File: config.mk
export PLATFORM = sky130hd
export DESIGN_NAME = line_process_sequencer
export DESIGN_NICKNAME = d
export VERILOG_FILES = /design/src/rtl/line_process_sequencer.sv
export SDC_FILE = /design/constraint.sdc
export NUM_CORES = 1
export LEC_CHECK = 0
export BUFFER_PORTS_ARGS = -buffer_cell sky130_fd_sc_hd__buf_2
export CAP_MARGIN = 20
export CORE_ASPECT_RATIO = 1.4
export CORE_MARGIN = 5
export CORE_UTILIZATION = 47
export DETAILED_ROUTE_END_ITERATION = 16
export HOLD_SLACK_MARGIN = 0.02
export MAX_ROUTING_LAYER = met4
export PLACE_DENSITY = 0.81
export SYNTH_ARGS = -nofsm -noshare
export SYNTH_HDL_FRONTEND = slang
export SYNTH_SLANG_ARGS = --single-unit
File: constraint.sdc
create_clock -name CLK -period 2.8 [get_ports CLK]
set_input_delay 0.28 -clock CLK [delete_from_list [all_inputs] [get_ports CLK]]
set_output_delay 0.28 -clock CLK [all_outputs]
set_load 0.01 [all_outputs]
File: src/rtl/line_process_sequencer.sv
// Line sequencer between the line buffers and a per-pixel kernel: streams LINE_WIDTH
// pixels out with X/Y coordinates, collects LINE_WIDTH results and pulses write-done.
module line_process_sequencer #(
    parameter int unsigned        LINE_WIDTH = 1600,
    parameter int unsigned        POS_BITS   = 12,
    parameter int unsigned        CHANNELS   = 4,
    parameter int unsigned        CH_BITS    = 8,
    parameter logic [CH_BITS-1:0] FILL       = 8'hFF
) (
    input  logic                             CLK,
    input  logic                             RST_N,
    input  logic                             READ_LINE_DONE,
    input  logic [POS_BITS-1:0]              READ_POSY,
    input  logic                             BYPASS,
    input  logic                             ERR_CLR,
    output logic                             IN_DE,
    input  logic [CHANNELS*CH_BITS-1:0]      IN_DATA,
    output logic                             K_READY,
    output logic [POS_BITS-1:0]              K_POSX,
    output logic [POS_BITS-1:0]              K_POSY,
    input  logic                             K_RDEN,
    output logic [(CHANNELS-1)*CH_BITS-1:0]  K_IN_DATA,
    input  logic                             K_WREN,
    input  logic [(CHANNELS-1)*CH_BITS-1:0]  K_OUT_DATA,
    output logic                             OUT_DE,
    output logic [CHANNELS*CH_BITS-1:0]      OUT_DATA,
    output logic                             WRITE_LINE_DONE,
    output logic                             BUSY,
    output logic [1:0]                       ERR
);

    localparam int unsigned         DW    = CHANNELS * CH_BITS;
    localparam logic [POS_BITS-1:0] WIDTH = POS_BITS'(LINE_WIDTH);
    localparam logic [POS_BITS-1:0] LAST  = POS_BITS'(LINE_WIDTH - 1);
    localparam logic [POS_BITS-1:0] ONE   = POS_BITS'(1);

    typedef enum logic [1:0] {S_IDLE, S_READ, S_DRAIN, S_DONE} state_t;

    state_t              state_q;
    logic [POS_BITS-1:0] posx_q;
    logic [POS_BITS-1:0] wposx_q;
    logic [POS_BITS-1:0] posy_q;
    logic [POS_BITS-1:0] pend_y_q;
    logic                pend_q;
    logic                mode_q;
    logic                byp_de_q;
    logic [1:0]          err_q;

    logic                accept;
    logic                take_pend;
    logic                take_pulse;
    logic                start;
    logic [POS_BITS-1:0] start_y;
    logic                pend_d;
    logic [POS_BITS-1:0] pend_y_d;
    logic                drop;
    logic                in_de;
    logic                k_wr_ok;
    logic                out_de;
    logic                last_write;
    logic                wr_err;

    // Channel 0 of the read data is replaced by FILL on the way out.
    logic unused_in_ch0;
    assign unused_in_ch0 = ^IN_DATA[CH_BITS-1:0];

    // A line may start from IDLE or straight out of DONE; a queued line has priority
    // over a pulse arriving in the same cycle, which then takes the freed queue slot.
    always_comb begin
        // NOTE: every signal gets a default before any branch so no latch is inferred.
        accept     = (state_q == S_IDLE) || (state_q == S_DONE);
        take_pend  = accept && pend_q;
        take_pulse = accept && !pend_q && READ_LINE_DONE;
        start      = take_pend || take_pulse;
        start_y    = take_pend ? pend_y_q : READ_POSY;
        pend_d     = pend_q && !take_pend;
        pend_y_d   = pend_y_q;
        drop       = 1'b0;
        if (READ_LINE_DONE && !take_pulse) begin
            if (!pend_d) begin
                pend_d   = 1'b1;
                pend_y_d = READ_POSY;
            end else begin
                drop = 1'b1;
            end
        end
    end

    assign in_de      = (state_q == S_READ) && (posx_q < WIDTH) && (mode_q || K_RDEN);
    assign k_wr_ok    = !mode_q && K_WREN && (state_q != S_IDLE) && (wposx_q < WIDTH);
    assign out_de     = mode_q ? byp_de_q : k_wr_ok;
    assign last_write = out_de && (wposx_q == LAST);
    assign wr_err     = K_WREN && ((state_q == S_IDLE) || (wposx_q >= WIDTH));

    assign IN_DE           = in_de;
    assign K_READY         = (state_q == S_READ) && !mode_q;
    assign K_POSX          = posx_q;
    assign K_POSY          = posy_q;
    assign K_IN_DATA       = IN_DATA[DW-1:CH_BITS];
    assign OUT_DE          = out_de;
    // Bypass data arrives one cycle after IN_DE, i.e. exactly when the delayed strobe is high.
    assign OUT_DATA        = out_de ? {(mode_q ? IN_DATA[DW-1:CH_BITS] : K_OUT_DATA), FILL} : '0;
    assign WRITE_LINE_DONE = (state_q == S_DONE);
    assign BUSY            = (state_q != S_IDLE);
    assign ERR             = err_q;

    always_ff @(posedge CLK or negedge RST_N) begin
        if (!RST_N) begin
            state_q  <= S_IDLE;
            posx_q   <= '0;
            wposx_q  <= '0;
            posy_q   <= '0;
            pend_y_q <= '0;
            pend_q   <= 1'b0;
            mode_q   <= 1'b0;
            byp_de_q <= 1'b0;
            err_q    <= '0;
        end else begin
            // NOTE: non-blocking assignments so every register samples pre-edge values.
            pend_q   <= pend_d;
            pend_y_q <= pend_y_d;
            err_q    <= (ERR_CLR ? 2'b00 : err_q) | {wr_err, drop};
            byp_de_q <= in_de && mode_q;
            if (in_de) begin
                posx_q <= posx_q + ONE;
            end
            if (out_de) begin
                wposx_q <= wposx_q + ONE;
            end
            case (state_q)
                S_IDLE, S_DONE: begin
                    state_q <= S_IDLE;
                    if (start) begin
                        state_q <= S_READ;
                        posy_q  <= start_y;
                        mode_q  <= BYPASS;
                        posx_q  <= '0;
                        wposx_q <= '0;
                    end
                end
                S_READ: begin
                    if (in_de && (posx_q == LAST)) begin
                        state_q <= S_DRAIN;
                    end
                end
                S_DRAIN: begin
                    // The final write may already have landed while still reading.
                    if (last_write || (wposx_q == WIDTH)) begin
                        state_q <= S_DONE;
                    end
                end
                default: state_q <= S_IDLE;
            endcase
        end
    end

endmodule

# Word level (Yosys, flattened, before mapping)

Cells that the tools add are included.

Flip-flop bits (word level): 55
Output and inout port bits: 87

Add/subtract/negate cells: 2
Order comparisons: 3
Eq/ne operators: 8
Multiplexer cells: 18
Bitwise logic cells: 2
Reductions and logical operators: 30

Operators by type and width:

| operator                | number |
|---|---|
| $mux W12                | 7 |
| $eq A12 B11 Y1 const B  | 3 |
| $mux W32                | 1 |
| $add A12 B1 Y12 const B | 2 |
| $lt A12 B11 Y1 const B  | 2 |
| $mux W24                | 1 |
| $logic_and A1 B1 Y1     | 15 |
| $ge A12 B11 Y1 const B  | 1 |
| $mux W2                 | 3 |
| $pmux W2 S3             | 1 |
| $reduce_and A2 Y1       | 3 |
| $logic_or A1 B1 Y1      | 5 |
| $mux W1                 | 5 |
| $eq A2 B2 Y1 const B    | 2 |
| $logic_not A1 Y1        | 4 |
| $eq A2 B1 Y1 const B    | 1 |
| $logic_not A2 Y1        | 1 |
| $ne A2 B1 Y1 const B    | 1 |
| $ne A2 B2 Y1 const B    | 1 |
| $or A2 B2 Y2            | 1 |
| $reduce_bool A2 Y1      | 1 |
| $reduce_or A2 Y1        | 1 |
| $not A1 Y1              | 1 |

# Logic depth before layout (Yosys ltp)

Word-level depth: 9
Mapped depth: 8
Depth with buffers taken out: 8

# Worst setup path before layout

OpenSTA, ideal clock, no wires.

Path type: register -> register
Start: register state_q[0]
End: register state_q[1]
Setup time: 0.128 ns
Arrival time: 2.101 ns
Slack: 0.572 ns
Cell stages (with the launch flop): 9
Path through: dfrtp_1 -> inv_1 -> ha_1 -> or4b_1 -> o21a_1 -> clkinv_2 -> a21oi_1 -> a21oi_2 -> mux2_1

Longest elaborated chain between the ends: 8
Elaborated cells between the ends (all ways): 18
Classes of those cells: 5 x eq/ne; 2 x mux; 11 x reduce/logical

RTL lines:

| item                             | line | RTL |
|---|---|---|
| from (decl)                      | 39   | `state_t state_q;` |
| from (signal assigned)           | 109  | `state_q <= S_IDLE;` |
| from (signal assigned)           | 132  | `state_q <= S_IDLE;` |
| from (signal assigned)           | 134  | `state_q <= S_READ;` |
| $reduce_bool A2 Y1               | 90   | `assign k_wr_ok = !mode_q && K_WREN && (state_q != S_IDLE) && (wposx_q < WIDTH);` |
| $logic_and A1 B1 Y1 (2 in a row) | 90   |  |
| $mux W1                          | 91   | `assign out_de = mode_q ? byp_de_q : k_wr_ok;` |
| named net OUT_DE                 | 25   | `output logic OUT_DE,` |
| $logic_and A1 B1 Y1              | 92   | `assign last_write = out_de && (wposx_q == LAST);` |
| $logic_or A1 B1 Y1               | 148  | `if (last_write \|\| (wposx_q == WIDTH)) begin` |
| $ne A2 B2 Y1 (no line)           | -    |  |
| $reduce_and A2 Y1 (no line)      | -    |  |

The timed path passes the listed nets, and every way through them passes these cells.
A chain may end at the register's enable or synchronous reset.

# Final worst setup path

Start: register state_q[0]
End: output OUT_DATA[19]

Longest elaborated chain between the ends: 5

RTL lines:

| item                             | line | RTL |
|---|---|---|
| $reduce_bool A2 Y1               | 90   |  |
| $logic_and A1 B1 Y1 (2 in a row) | 90   |  |
| $mux W1                          | 91   |  |
| $mux W32                         | 102  | `assign OUT_DATA = out_de ? {(mode_q ? IN_DATA[DW-1:CH_BITS] : K_OUT_DATA), FILL} : '0;` |
| to (decl)                        | 26   | `output logic [CHANNELS*CH_BITS-1:0] OUT_DATA,` |

No other way between the ends.

==> metrics.md <==
| Metric | Value |
|---|---|
| Critical-path cell list | inv_1 > ha_1 > or4b_1 > o21a_2 > buf_4 > nor2_1 > buf_2 |
| Total grt overflow | 0 |
| Row Count | 36 |
| Worst slack at placement | approximately 330 ps |
| Sequential cell area | between 1000 and 1500 sq um |
| Routed Antenna Nets | 0 |
| Kind of cell adding the most delay to the critical path | simple AND/OR/NAND/NOR gates |
| Busiest grt layer | met2 |
| Min-Delay Path Class | in -> async |
| Pwr Density | 525 nW/um^2 |
| Latest clock arrival within the worst-skew pair | 310 ps |
| Clock Skew | approximately 13 ps |
| Yosys Warn Count | 0 |
| Upper clock frequency limit | 377 MHz |
| Post-synthesis cell count | 346 |
| Slowest-stage cell, CP | or4b_1 |
| CP arrival | around 2400 ps |
| Worst r2r path cells | 8 |
| Buf/Inv on CP | 3 |
| Crit Path Max Fanout | 21 |
| Routed wire length | ~9 mm |
| Slowest stage delay, CP | 520 ps |
| CTS Buffer Depth | 2 |
| FILL cells | 599 |
| Leading area contributor after synthesis | dfrtp_1 |
| Initial Utilization | 47.8% |
| Area growth, synth to finish | 22.2% |
| Register area share after synthesis | 41.5% |
| Async SR Flop Fraction | between 90% and 100% |
| Final Power | 2.13 mW |
| Layout cells sized above 1 | 40.8% |
| Detailed-route vias per instance | 5.24 |
| Fin cells | 563 |
| Multi-input combinational cell area | ~1600 sq um |
| TritonRoute pass-1 iters | 4 |
| Met1 Use GR | between 20% and 30% |
| DPL Wire Length | approximately 7.0 mm |
| Final worst path period share | between 90% and 100% |
| Final count of negative-setup-slack endpoints | 0 |
| Status | finished clean |
| Initial DRC Count | 102 |
| Ant diodes | 0 |
| Syn nets | approximately 430 |
| Mapped Avg Cell Area | between 9 and 10 sq um |
| Port-buffer cells | approximately 150 |
| Pleak | 2.02 nW |
| Die Ht | about 110 um |
| GR Util All Layers | 21.4% |
| Total number of vias | roughly 3.0k |
| Crit Path Category | reg -> out |
| DIE AREA | 8860 sq um |
| Yosys cell types | 43 |
| CP startpoint kind | flop |
| I/O pins | 162 |
| Seq cells post-synth | 55 |
| Post-synth top area share | 41.5% |
| TritonCTS clock tree | yes |
| Required @ worst endpoint | roughly 2500 ps |
| Initial antenna violation count | 0 |
| Largest net degree at the start of global routing | 56 |
| Pins over their slew limit | 0 |
| Die X | around 81 um |
| TNS Setup | 0 ps |
| RSZ-0062 raised after global routing | no |
| Clk sinks | 55 |
| Synth top area cells | dfrtp_1 (41%), mux2i_1 (7.8%), buf_4 (7.2%) |
| Met2 global-route usage | between 30% and 40% |
| M3 GR Usage | 3.93% |
| # DRC | 0 |
| Fin. Hold Viols | 0 |
| Setup crit end kind | primary output |
| VDD IR max | 0.342 mV |
| Final WS setup | 144 ps |
| Slew margin rel. | 35.4% |
| H-tree depth | 2 |
| Nets@finish | 549 |
| Clock slew at reported path FFs | 100 ps |
| Number of global-route vias before repair | approximately 3k |
| Routed WL per cell | around 16 um |
| Ys flop type | dfrtp_1 |
| Leading cell type in the layout, fill and taps excluded | buf_2 |
| Worst-margin pin slew | 967 ps |
| Max cap viols | 0 |
| Inst Count DP | between 500 and 600 |
| Root Driver | clkbuf_8 |
| Setup bufs post-CTS | 0 |
| Gp weighted congestion | around 0.89 |
| Flop2flop setup slack | roughly 350 ps |
| TritonCTS buffer count | 5 |
| Min Tclk post-route | 2660 ps |
| First-pass GRT wire length | roughly 14 mm |
| Leading cell types in the layout, fill and taps excluded | buf_2 (153), dfrtp_1 (55), nor2_1 (51) |
| Post-synthesis cell area | ~3300 sq um |
| Core Area | 6940 sq um |
| Number of synthesized flops with an enable pin | 0 |
| Crit. path cell count | 7 |
==> layout make-up <==
class,count,share of cell area [%]
clock buffers,5,1.70
flip-flops and latches,55,34.0
inverters,9,0.864
multi-input cells,234,39.4
well taps,95,2.93
clock inverters,3,0.617
repair buffers,162,20.6
==> stage by stage <==
stage | hold WS (ps) | cell area, sq um | utilization [%]
6_report | 69.4 | 4050 | 58.4
2_1_floorplan | -15.6 | 3320 | -
3_5_place_dp | 449 | 3960 | 57.1
5_1_grt | 152 | 4050 | 58.4
3_3_place_gp | 448 | 3960 | 57.1
4_1_cts | 104 | 4050 | 58.4
==> layer usage <==
metal | share of wire, % | routed length, um
met1 | 38 | 3430
met2 | 51 | 4530
met3 | 9.9 | 880
met4 | 0.76 | 68
met5 | 0 | 0
==> timing repair <==
action                     in CTS  in global routing
hold buffers                    0                  0
setup endpoints to repair       0                 15
gates resized for setup         0                  1
==> worst register-to-register path, cell delays in order (launching register included) <==
cell	delay, ps
dfrtp_1	390
inv_1	90
ha_1	230
or4b_1	520
o21a_2	290
clkinv_2	190
a21oi_1	120
a21oi_2	180
mux2_1	340
==> state kept, by name, summed over array words and instances, names as in the netlist <==
name / cells
ERR: 2
K_POSX: 12
K_POSY: 12
byp_de_q: 1
mode_q: 1
pend_q: 1
pend_y_q: 12
state_q: 2
wposx_q: 12
==> cells in the mapped netlist, types with 2 or more instances <==
cell type   n
clkbuf_1   11
nor3_2      2
a21oi_1    15
xnor2_1     7
dfrtp_1    55
and3_1      4
mux2_2     13
nor3_1      2
ha_1        7
buf_4      32
o311a_1     2
nor2_1     51
xor2_1     12
mux2i_1    26
and2_1      3
nand3_1     4
buf_2       3
nor4_1      3
a22oi_1    12
o21ai_0    15
nand2_1    14
nor2b_1    17
inv_1       8
nand4_1     9
==> where the power goes <==
| part | internal, mW | total, mW | switching, mW |
|---|---|---|---|
| Clock | 0.180 | 0.451 | 0.271 |
| Sequential | 0.916 | 1.07 | 0.151 |
| Combinational | 0.270 | 0.608 | 0.338 |
| Total | 1.37 | 2.13 | 0.761 |
==> path summary, 6_finish.rpt <==
path | endpoint | startpoint
worst min-delay path | K_POSX[5] | RST_N
min in group CLK | ERR[0] | ERR_CLR
max in group asynchronous | pend_y_q[3] | RST_N
worst max-delay path | OUT_DATA[19] | state_q[0]
worst max register to register | state_q[1] | state_q[0]
worst min register to register | K_POSY[7] | pend_y_q[7]
==> cells by family (layout without fill, tap and decap cells) <==
family	after synthesis	after routing	share of synthesized area [%]
simple gates	118	118	18.5
buf+inv	57	179	10.4
flops	55	55	41.5
compound gates	49	49	9.01
mux	40	40	12.6
xor+xnor	19	19	5.02
fa+ha+maj	8	8	2.94
(Power assumes the default switching activity.)
